### config.mk
export PLATFORM = sky130hd
export DESIGN_NAME = wb_design_ctrl_flat
export DESIGN_NICKNAME = d
export VERILOG_FILES = /design/src/rtl/wb_design_pkg.sv /design/src/rtl/wb_design_ctrl_if.sv /design/src/rtl/wb_slave_if.sv /design/src/rtl/wb_design_ctrl.sv /design/src/flat_wrapper.sv
export SDC_FILE = /design/constraint.sdc
export NUM_CORES = 1
export LEC_CHECK = 0
export CELL_PAD_IN_SITES_DETAIL_PLACEMENT = 1
export CELL_PAD_IN_SITES_GLOBAL_PLACEMENT = 1
export CORE_ASPECT_RATIO = 0.7
export CORE_UTILIZATION = 24
export DETAILED_ROUTE_END_ITERATION = 10
export GPL_TIMING_DRIVEN = 0
export PLACE_DENSITY = 0.79
export SYNTH_ARGS = -nofsm -noshare
export SYNTH_HDL_FRONTEND = slang
export SYNTH_SLANG_ARGS = --single-unit
### constraint.sdc
create_clock -name wb_clk_i -period 2.1 [get_ports wb_clk_i]
set_clock_uncertainty 0.2 [all_clocks]
set_input_delay 0.315 -clock wb_clk_i [delete_from_list [all_inputs] [get_ports wb_clk_i]]
set_output_delay 0.315 -clock wb_clk_i [all_outputs]
set_load 0.05 [all_outputs]
### src/rtl/wb_design_pkg.sv
// Shared register offsets, field positions and sequencer states for the design-select controller.
// Constants only; no timing or backpressure of its own.
package wb_design_pkg;

  localparam logic [3:0] OFF_SEL    = 4'h0;
  localparam logic [3:0] OFF_CTRL   = 4'h4;
  localparam logic [3:0] OFF_STATUS = 4'h8;
  localparam logic [3:0] OFF_CLR    = 4'hC;

  localparam int CTRL_RUN_BIT  = 0;
  localparam int STAT_BUSY_BIT = 0;
  localparam int STAT_ERR_BIT  = 1;
  localparam int STAT_SEL_LSB  = 8;
  localparam int CLR_ERR_BIT   = 1;

  typedef enum logic [2:0] {
    ST_IDLE,
    ST_DRAIN,
    ST_HOLD,
    ST_SWITCH,
    ST_RELEASE
  } state_t;

endpackage

### src/rtl/wb_design_ctrl_if.sv
// Wishbone classic slave bus bundle; master drives strobes/address/data, slave returns ack/data.
// No storage; the slave acks one cycle after a request and never on consecutive cycles.
interface wb_design_ctrl_if;

  logic        wbs_cyc_i;
  logic        wbs_stb_i;
  logic        wbs_we_i;
  logic [31:0] wbs_adr_i;
  logic [31:0] wbs_dat_i;
  logic [3:0]  wbs_sel_i;
  logic        wbs_ack_o;
  logic [31:0] wbs_dat_o;

  modport master (
    output wbs_cyc_i, wbs_stb_i, wbs_we_i, wbs_adr_i, wbs_dat_i, wbs_sel_i,
    input  wbs_ack_o, wbs_dat_o
  );

  modport slave (
    input  wbs_cyc_i, wbs_stb_i, wbs_we_i, wbs_adr_i, wbs_dat_i, wbs_sel_i,
    output wbs_ack_o, wbs_dat_o
  );

endinterface

### src/rtl/wb_slave_if.sv
// Wishbone decode, registered ack/read data and byte-0 write strobes for the controller registers.
// Ack and read data one cycle after the request; a held request is acked every other cycle.
module wb_slave_if
  import wb_design_pkg::*;
#(
  parameter int          SEL_W     = 4,
  parameter logic [31:0] BASE_ADDR = 32'h3000_0000
) (
  input  logic             clk,
  input  logic             rst_n,
  wb_design_ctrl_if.slave  wb,
  input  logic [SEL_W-1:0] pend_sel,
  input  logic [SEL_W-1:0] act_sel,
  input  logic             run,
  input  logic             busy,
  input  logic             err,
  output logic             wr_sel,
  output logic             wr_ctrl,
  output logic             wr_clr,
  output logic [7:0]       wr_byte
);

  logic        access;
  logic        hit;
  logic        wr_lane0;
  logic [3:0]  off;
  logic [31:0] rd_dat;
  logic        unused_bits;

  // Suppressing a request while ack is high gives the mandatory gap between acks.
  assign access   = wb.wbs_cyc_i & wb.wbs_stb_i & ~wb.wbs_ack_o;
  assign hit      = access & (wb.wbs_adr_i[31:4] == BASE_ADDR[31:4]);
  assign off      = {wb.wbs_adr_i[3:2], 2'b00};
  assign wr_lane0 = hit & wb.wbs_we_i & wb.wbs_sel_i[0];

  assign wr_sel  = wr_lane0 & (off == OFF_SEL);
  assign wr_ctrl = wr_lane0 & (off == OFF_CTRL);
  assign wr_clr  = wr_lane0 & (off == OFF_CLR);
  assign wr_byte = wb.wbs_dat_i[7:0];

  assign unused_bits = ^{wb.wbs_adr_i[1:0], wb.wbs_dat_i[31:8], wb.wbs_sel_i[3:1]};

  always_comb begin
    rd_dat = '0;
    case (off)
      OFF_SEL:  rd_dat[SEL_W-1:0] = pend_sel;
      OFF_CTRL: rd_dat[CTRL_RUN_BIT] = run;
      OFF_STATUS: begin
        rd_dat[STAT_BUSY_BIT]             = busy;
        rd_dat[STAT_ERR_BIT]              = err;
        rd_dat[STAT_SEL_LSB +: SEL_W]     = act_sel;
      end
      default:  rd_dat = '0;
    endcase
  end

  always_ff @(posedge clk or negedge rst_n) begin
    if (!rst_n) begin
      wb.wbs_ack_o <= 1'b0;
      wb.wbs_dat_o <= '0;
    end else begin
      wb.wbs_ack_o <= access;
      wb.wbs_dat_o <= (hit & ~wb.wbs_we_i) ? rd_dat : '0;
    end
  end

endmodule

### src/rtl/wb_design_ctrl.sv
// Selects the active user design: drains IOs, holds design reset RST_CYCLES cycles, switches, releases.
// Register access acks in one cycle; SEL writes arriving mid-sequence are dropped and flag ERR.
module wb_design_ctrl
  import wb_design_pkg::*;
#(
  parameter int          NUM_DESIGNS = 16,
  parameter int          SEL_W       = $clog2(NUM_DESIGNS),
  parameter logic [31:0] BASE_ADDR   = 32'h3000_0000,
  parameter int          RST_CYCLES  = 8
) (
  input  logic             wb_clk_i,
  input  logic             wb_rst_ni,
  wb_design_ctrl_if.slave  wb,
  output logic [SEL_W-1:0] des_sel_o,
  output logic             des_rst_no,
  output logic             io_force_oeb_o
);

  localparam int              CNT_W    = $clog2(RST_CYCLES);
  localparam logic [CNT_W-1:0] CNT_LAST = CNT_W'(RST_CYCLES - 1);

  state_t           state;
  logic [CNT_W-1:0] cnt;
  logic [SEL_W-1:0] pend_sel;
  logic             run;
  logic             run_seen;
  logic             err;
  logic             busy;
  logic             wr_sel;
  logic             wr_ctrl;
  logic             wr_clr;
  logic [7:0]       wr_byte;
  logic             run_nxt;
  logic             sel_take;
  logic             io_release;

  assign busy       = (state != ST_IDLE);
  assign run_nxt    = wr_ctrl ? wr_byte[CTRL_RUN_BIT] : run;
  assign sel_take   = wr_sel & ~busy;
  // IOs stay forced to inputs until software has enabled a design at least once.
  assign io_release = run_seen | run_nxt;

  wb_slave_if #(
    .SEL_W     (SEL_W),
    .BASE_ADDR (BASE_ADDR)
  ) u_slave (
    .clk      (wb_clk_i),
    .rst_n    (wb_rst_ni),
    .wb       (wb),
    .pend_sel (pend_sel),
    .act_sel  (des_sel_o),
    .run      (run),
    .busy     (busy),
    .err      (err),
    .wr_sel   (wr_sel),
    .wr_ctrl  (wr_ctrl),
    .wr_clr   (wr_clr),
    .wr_byte  (wr_byte)
  );

  always_ff @(posedge wb_clk_i or negedge wb_rst_ni) begin
    if (!wb_rst_ni) begin
      state          <= ST_IDLE;
      cnt            <= '0;
      pend_sel       <= '0;
      run            <= 1'b0;
      run_seen       <= 1'b0;
      err            <= 1'b0;
      des_sel_o      <= '0;
      des_rst_no     <= 1'b0;
      io_force_oeb_o <= 1'b1;
    end else begin
      run      <= run_nxt;
      run_seen <= io_release;
      if (wr_sel & busy) begin
        err <= 1'b1;
      end else if (wr_clr & wr_byte[CLR_ERR_BIT]) begin
        err <= 1'b0;
      end
      if (sel_take) begin
        pend_sel <= wr_byte[SEL_W-1:0];
      end

      case (state)
        ST_IDLE: begin
          des_rst_no <= run_nxt;
          if (sel_take) begin
            state          <= ST_DRAIN;
            io_force_oeb_o <= 1'b1;
          end else begin
            io_force_oeb_o <= ~io_release;
          end
        end
        ST_DRAIN: begin
          state      <= ST_HOLD;
          des_rst_no <= 1'b0;
          cnt        <= '0;
        end
        ST_HOLD: begin
          if (cnt == CNT_LAST) begin
            state     <= ST_SWITCH;
            cnt       <= '0;
            des_sel_o <= pend_sel;
          end else begin
            cnt <= cnt + CNT_W'(1);
          end
        end
        ST_SWITCH: begin
          state          <= ST_RELEASE;
          des_rst_no     <= run_nxt;
          io_force_oeb_o <= ~io_release;
        end
        ST_RELEASE: begin
          state          <= ST_IDLE;
          des_rst_no     <= run_nxt;
          io_force_oeb_o <= ~io_release;
        end
        default: state <= ST_IDLE;
      endcase
    end
  end

endmodule

### src/flat_wrapper.sv
// flat-port wrapper written by rule: the top's interface ports become plain ports
module wb_design_ctrl_flat import wb_design_pkg::*;
#(
  parameter int          NUM_DESIGNS = 16,
  parameter int          SEL_W       = $clog2(NUM_DESIGNS),
  parameter logic [31:0] BASE_ADDR   = 32'h3000_0000,
  parameter int          RST_CYCLES  = 8
)
  (wb_clk_i, wb_rst_ni, des_sel_o, des_rst_no, io_force_oeb_o, wb_wbs_cyc_i, wb_wbs_stb_i, wb_wbs_we_i, wb_wbs_adr_i, wb_wbs_dat_i, wb_wbs_sel_i, wb_wbs_ack_o, wb_wbs_dat_o);
  wb_design_ctrl_if wb_i ();
  input  logic wb_clk_i;
  input  logic wb_rst_ni;
  output logic [SEL_W-1:0] des_sel_o;
  output logic des_rst_no;
  output logic io_force_oeb_o;
  input wire logic [$bits(wb_i.wbs_cyc_i)-1:0] wb_wbs_cyc_i;
  input wire logic [$bits(wb_i.wbs_stb_i)-1:0] wb_wbs_stb_i;
  input wire logic [$bits(wb_i.wbs_we_i)-1:0] wb_wbs_we_i;
  input wire logic [$bits(wb_i.wbs_adr_i)-1:0] wb_wbs_adr_i;
  input wire logic [$bits(wb_i.wbs_dat_i)-1:0] wb_wbs_dat_i;
  input wire logic [$bits(wb_i.wbs_sel_i)-1:0] wb_wbs_sel_i;
  output wire logic [$bits(wb_i.wbs_ack_o)-1:0] wb_wbs_ack_o;
  output wire logic [$bits(wb_i.wbs_dat_o)-1:0] wb_wbs_dat_o;
  assign wb_i.wbs_cyc_i = wb_wbs_cyc_i;
  assign wb_i.wbs_stb_i = wb_wbs_stb_i;
  assign wb_i.wbs_we_i = wb_wbs_we_i;
  assign wb_i.wbs_adr_i = wb_wbs_adr_i;
  assign wb_i.wbs_dat_i = wb_wbs_dat_i;
  assign wb_i.wbs_sel_i = wb_wbs_sel_i;
  assign wb_wbs_ack_o = wb_i.wbs_ack_o;
  assign wb_wbs_dat_o = wb_i.wbs_dat_o;
  wb_design_ctrl #(.NUM_DESIGNS(NUM_DESIGNS), .SEL_W(SEL_W), .BASE_ADDR(BASE_ADDR), .RST_CYCLES(RST_CYCLES)) u_core (.wb_clk_i(wb_clk_i), .wb_rst_ni(wb_rst_ni), .wb(wb_i), .des_sel_o(des_sel_o), .des_rst_no(des_rst_no), .io_force_oeb_o(io_force_oeb_o));
endmodule
# == Yosys cells after proc, flatten, opt, wreduce, memory -nomap -nowiden ==
# Index checks and enable logic that the tools add are counted.
# Widths: inputs -> output; s select.
# op_classes
n_addsub,1
n_eq_ne,11
n_mux,16
bitwise,17
n_reduce_logical,11
# op_table
op,n
$eq 28x26->1 const B,1
$and 1x1->1,12
$mux 12,1
$pmux 3 s4,1
$mux 3,3
$reduce_bool 2->1,4
$eq 3x2->1 const B,2
$eq 3x3->1 const B,2
$pmux 1 s2,3
$pmux 3 s2,1
$eq 2x2->1 const B,2
$logic_not 4->1,1
$mux 1,4
$mux 4,1
$ne 2x1->1 const B,2
$not 1->1,4
$reduce_and 2->1,2
$add 3x1->3 const B,1
$eq 3x1->1 const B,1
$logic_not 3->1,1
$pmux 1 s3,1
$reduce_bool 3->1,1
$reduce_or 3->1,1
$eq 2x1->1 const B,1
3 further kinds,3
# totals
regBits,32
in_bits,73
out_inout_bits,39
wordCells,67

# == Depth between registers and ports, before layout ==
# depth
ltp_word,11
ltp_mapped,6

# == By module ==
# Synthesis repeated with hierarchy kept, for this count alone.
# unflattened
hier_cells,145
hier_area_um2,1637.8
# modules_own_cells
mod,n_inst,cells_per_inst,area_per_inst_um2
wb_design_ctrl,1,64,835.8
wb_slave_if,1,81,802.0

# == Worst setup path after synthesis ==
# OpenSTA, ideal clock, no wires.
# synth_timing
path_kind,register to register
startpoint,reg u_core.u_slave.wb.wbs_ack_o
endpoint,reg u_core.pend_sel[0]
arrival_ps,1868
required_ps,1775
slack_ps,-93
path_stages_with_launch,6
cell_sequence,dfrtp_1 -> and3b_1 -> nand4_2 -> or2_4 -> nor3_4 -> mux2_4
# synth_via
elab_chain_len,7
# synth_lines
element,line_no,rtl
from (decl),wb_design_ctrl_if.sv:21,"output wbs_ack_o, wbs_dat_o"
from (signal assigned),wb_slave_if.sv:62,wb.wbs_ack_o <= access;
$not 1->1,wb_slave_if.sv:31,assign access = wb.wbs_cyc_i & wb.wbs_stb_i & ~wb.wbs_ack_o;
$and 1x1->1,wb_slave_if.sv:31,
net u_core.u_slave.access,wb_slave_if.sv:23,logic access;
$and 1x1->1,wb_slave_if.sv:32,assign hit = access & (wb.wbs_adr_i[31:4] == BASE_ADDR[31:4]);
$and 1x1->1 (2 in a row),wb_slave_if.sv:34,assign wr_lane0 = hit & wb.wbs_we_i & wb.wbs_sel_i[0];
$and 1x1->1,wb_slave_if.sv:36,assign wr_sel = wr_lane0 & (off == OFF_SEL);
$and 1x1->1,wb_design_ctrl.sv:39,assign sel_take = wr_sel & ~busy;
to (signal assigned),wb_design_ctrl.sv:81,pend_sel <= wr_byte[SEL_W-1:0];
to (decl),wb_design_ctrl.sv:24,logic [SEL_W-1:0] pend_sel;
# The timed path passes the listed nets, and every way through them passes these cells.
# A chain may end at the register's enable or synchronous reset.

# == Worst setup path after layout ==
# layout_timing
startpoint,in wb_wbs_stb_i
endpoint,reg u_core.pend_sel[1]
# layout_via
elab_chain_len,7
# layout_lines
element,line_no,rtl
from (decl),flat_wrapper.sv:17,input wire logic [$bits(wb_i.wbs_stb_i)-1:0] wb_wbs_stb_i;
$and 1x1->1 (2 in a row),wb_slave_if.sv:31,
net u_core.u_slave.access,wb_slave_if.sv:23,
$and 1x1->1,wb_slave_if.sv:32,
$and 1x1->1 (2 in a row),wb_slave_if.sv:34,
$and 1x1->1,wb_slave_if.sv:36,
$and 1x1->1,wb_design_ctrl.sv:39,
# The timed path passes the listed nets, and every way through them passes these cells.

==> metrics.yaml <==
cap_viol_max_count: 0
timing.hold.worst.class: "flop to flop"
detailedPlace.worstSlack_ps: -502
post-route-min-period_ps: 2030
synthMostInstantiatedCell: "dfrtp_1"
cp_slowest_stage_delay_ps: 450
hold_violations: 0
synth_warnings: 0
critPathTopFamily: "simple AND/OR/NAND/NOR gates"
worst-setup-path-type: "primary input to flop"
grt.total_usage: 0.127
clock_tree_from_tritoncts: "done"
netlist_area_um2: 1540
yosysTopAreaCell: "dfrtp_1"
synth_sequential_area_ratio: 0.456
crit_path_top_delay_cell: "clkdlybuf4s50_1"
report.power.total_uw: 1210
final_nets: 311
cts-htree-levels: 1
outcome: "finished, violations left"
setup_viol_count_final: 0
crit_arrival_ps: 2010
die_w_um: 97.7
min_period_over_period: 0.968
gp_congestion: 0.697
io_buffer_count: 53
synth_async_sr_flop_share: 1.00
areaGrowthSynthToFinish_pct: 63.1
num_antenna_cells: 0
avgRoutedWirePerCell_um: 13.8
cp.buffers_inverters: 2
postSynthRegisterBits: 28
postLayoutCoreUtil: 0.421
grt-ovfl-total: 0
number_of_vias_per_cell: 4.18
detailed_routing_iteration_count_for_the_pre_antenna_repair_pass: 7
p_leak_uw: 0.00130
path_clk_slew_ps: 100
vias: 1296
leading_cell_types_by_count_after_synthesis: "dfrtp_1 (27), buf_4 (24), nand2_1 (11), nor2_1 (11), inv_1 (7)"
cts.root.buffer_cell: "clkbuf_8"
worst_skew_pair.late_latency_ps: 280
design.die.area_um2: 6740
transition_time_at_the_pin_with_the_least_slew_margin_ps: 651
antenna_nets_post_route: 0
post-route-worst-setup-slack_ps: 67.2
cp-start-kind: "primary input"
route.detailed.drc: 12
grt_pass1_wl_um: 6690
num_rows: 23
fmax_mhz: 492
power.density_cell_area_nw_per_um2: 484
floorplan_die_height_um: 69.0
antenna_found_initial: 0
grt_max_degree: 29
postSynthAreaPerCell_um2: 10.5
clockBufferDepth: 2
share_of_final_layout_standard_cells_stronger_than_drive_strength_1: 0.264
worst-endpoint-required_ps: 2070
boundaryPins: 112
final_max_slew_viol_count: 0
worst_slew_margin_relative_to_its_limit: 0.566
ir_worst_vdd_uv: 234
estimated_wirelength_of_the_detail_placed_design_um: 3110
endpoint_kind: "flop"
yosys_most_used_dff: "dfrtp_1"
n_fill_cell: 672
critPathMaxFanout: 4
failed_checks: "design-rule violations"
numCtsBuffers: 3
synthDominantCellAreaShare: 0.439
initial_utilization: 0.258
clock-sinks: 28
ys_top_cells_by_area: "dfrtp_1 (44%), buf_4 (12%), mux2_4 (3.9%)"
netlist-cell-type-count: 43
timing.critical_path.cells: "clkdlybuf4s50_1 > and3b_2 > nand4_4 > or2_4 > nor3_4 > buf_4 > mux2_4"
syn-instance-count: 146
vias_in_the_first_global_route: 1374
number_of_flops_mapped_to_enable_cells_by_yosys: 0
route.final.wire_length_um: 4270
detailedRoute.firstIterationViolations: 41
core_um2: 5960
## layout make-up
| type | count | area (µm²) | share of cell area |
|---|---|---|---|
| Buffer | 27 | 199 | 0.0793 |
| Clock buffer | 3 | 41.3 | 0.0165 |
| Clock inverter | 1 | 30.0 | 0.0120 |
| Inverter | 7 | 26.3 | 0.0105 |
| Multi-Input combinational cell | 107 | 774 | 0.309 |
| Sequential cell | 28 | 703 | 0.280 |
| Tap cell | 75 | 93.8 | 0.0374 |
| Timing Repair Buffer | 62 | 639 | 0.255 |
## stage by stage
step | setup TNS, ps | instances | hold slack [ps] | cell area [µm²]
after floorplan | 0 | 169 | -181 | 1630
after global placement | -5240 | 297 | 253 | 2250
after detailed placement | -5540 | 297 | 257 | 2250
after CTS | -3.93 | 307 | 283 | 2380
after global routing | -32.7 | 310 | 309 | 2510
final | 0 | 310 | 278 | 2510
## state kept, by name, indices dropped and copies added, names as in the netlist
register / flops
u_core.u_slave.wb.wbs_ack_o: 1
u_core.pend_sel: 4
u_core.err: 1
u_core.des_rst_no: 1
u_core.io_force_oeb_o: 1
u_core.state: 3
u_core.u_slave.wb.wbs_dat_o: 8
u_core.run_seen: 1
u_core.cnt: 3
u_core.des_sel_o: 4
u_core.run: 1
## power breakdown
| group | total [µW] | internal (µW) | switching (µW) | leakage, µW |
|---|---|---|---|---|
| logic | 247 | 97.6 | 149 | 0.000886 |
| registers | 541 | 540 | 0.578 | 0.000380 |
| clock network | 427 | 255 | 171 | 0.0000357 |
## logic make-up after synthesis
kind of cell,after synthesis,share of synthesized area
buffers and inverters,34,0.146
muxes,8,0.0659
xor gates and xnor gates,1,0.00570
DFF,28,0.456
AOI/OAI and AO/OA,17,0.0781
adders and majority gates,2,0.0163
other,1,0.00244
and+or+nand+nor,55,0.229
## final timing paths
kind	start	endpoint	slack, ps	cells after the start
setup / recovery	wb_wbs_stb_i	u_core.pend_sel[1]	70	7
hold / removal	u_core.run_seen	u_core.run_seen	280	1
setup reg to reg	u_core.u_slave.wb.wbs_ack_o	u_core.pend_sel[1]	80	6
hold reg to reg	u_core.run_seen	u_core.run_seen	280	1
max in group asynchronous	wb_rst_ni	u_core.u_slave.wb.wbs_ack_o	860	2
min in group asynchronous	wb_rst_ni	u_core.u_slave.wb.wbs_dat_o[2]	390	2
## routing by layer
layer  global-route usage  vias to the layer above  routed length, µm
li1                     -                      632                  -
met4               0.0170                        0                 65
met5                    0                        -                  0
met1                0.158                      617               1890
met2                0.230                       41               2070
met3               0.0333                        6                233
## placed cells by master (no fill, tap or decap), drive strengths merged, types with 4 or more instances in the layout
cell type and count:
conb 24, nor2 11, dlymetal6s2s 17, buf 34
nand2 11, dlygate4sd2 8, mux2 5, clkbuf 4
inv 7, clkdlybuf4s50 27, dfrtp 27, o21ai 6
nor4 7, nand4 4, nor3 4
## timing repair
action                                  in CTS  in global routing
endpoints found under the setup margin      10                 16
resized for setup                           12                 29
hold buffers                                 0                  1
buffers inserted                             6                  2
pin swaps                                    9                 13
endpoints found under the hold margin        0                 27
Note: power is estimated with default switching activity, not from simulation.
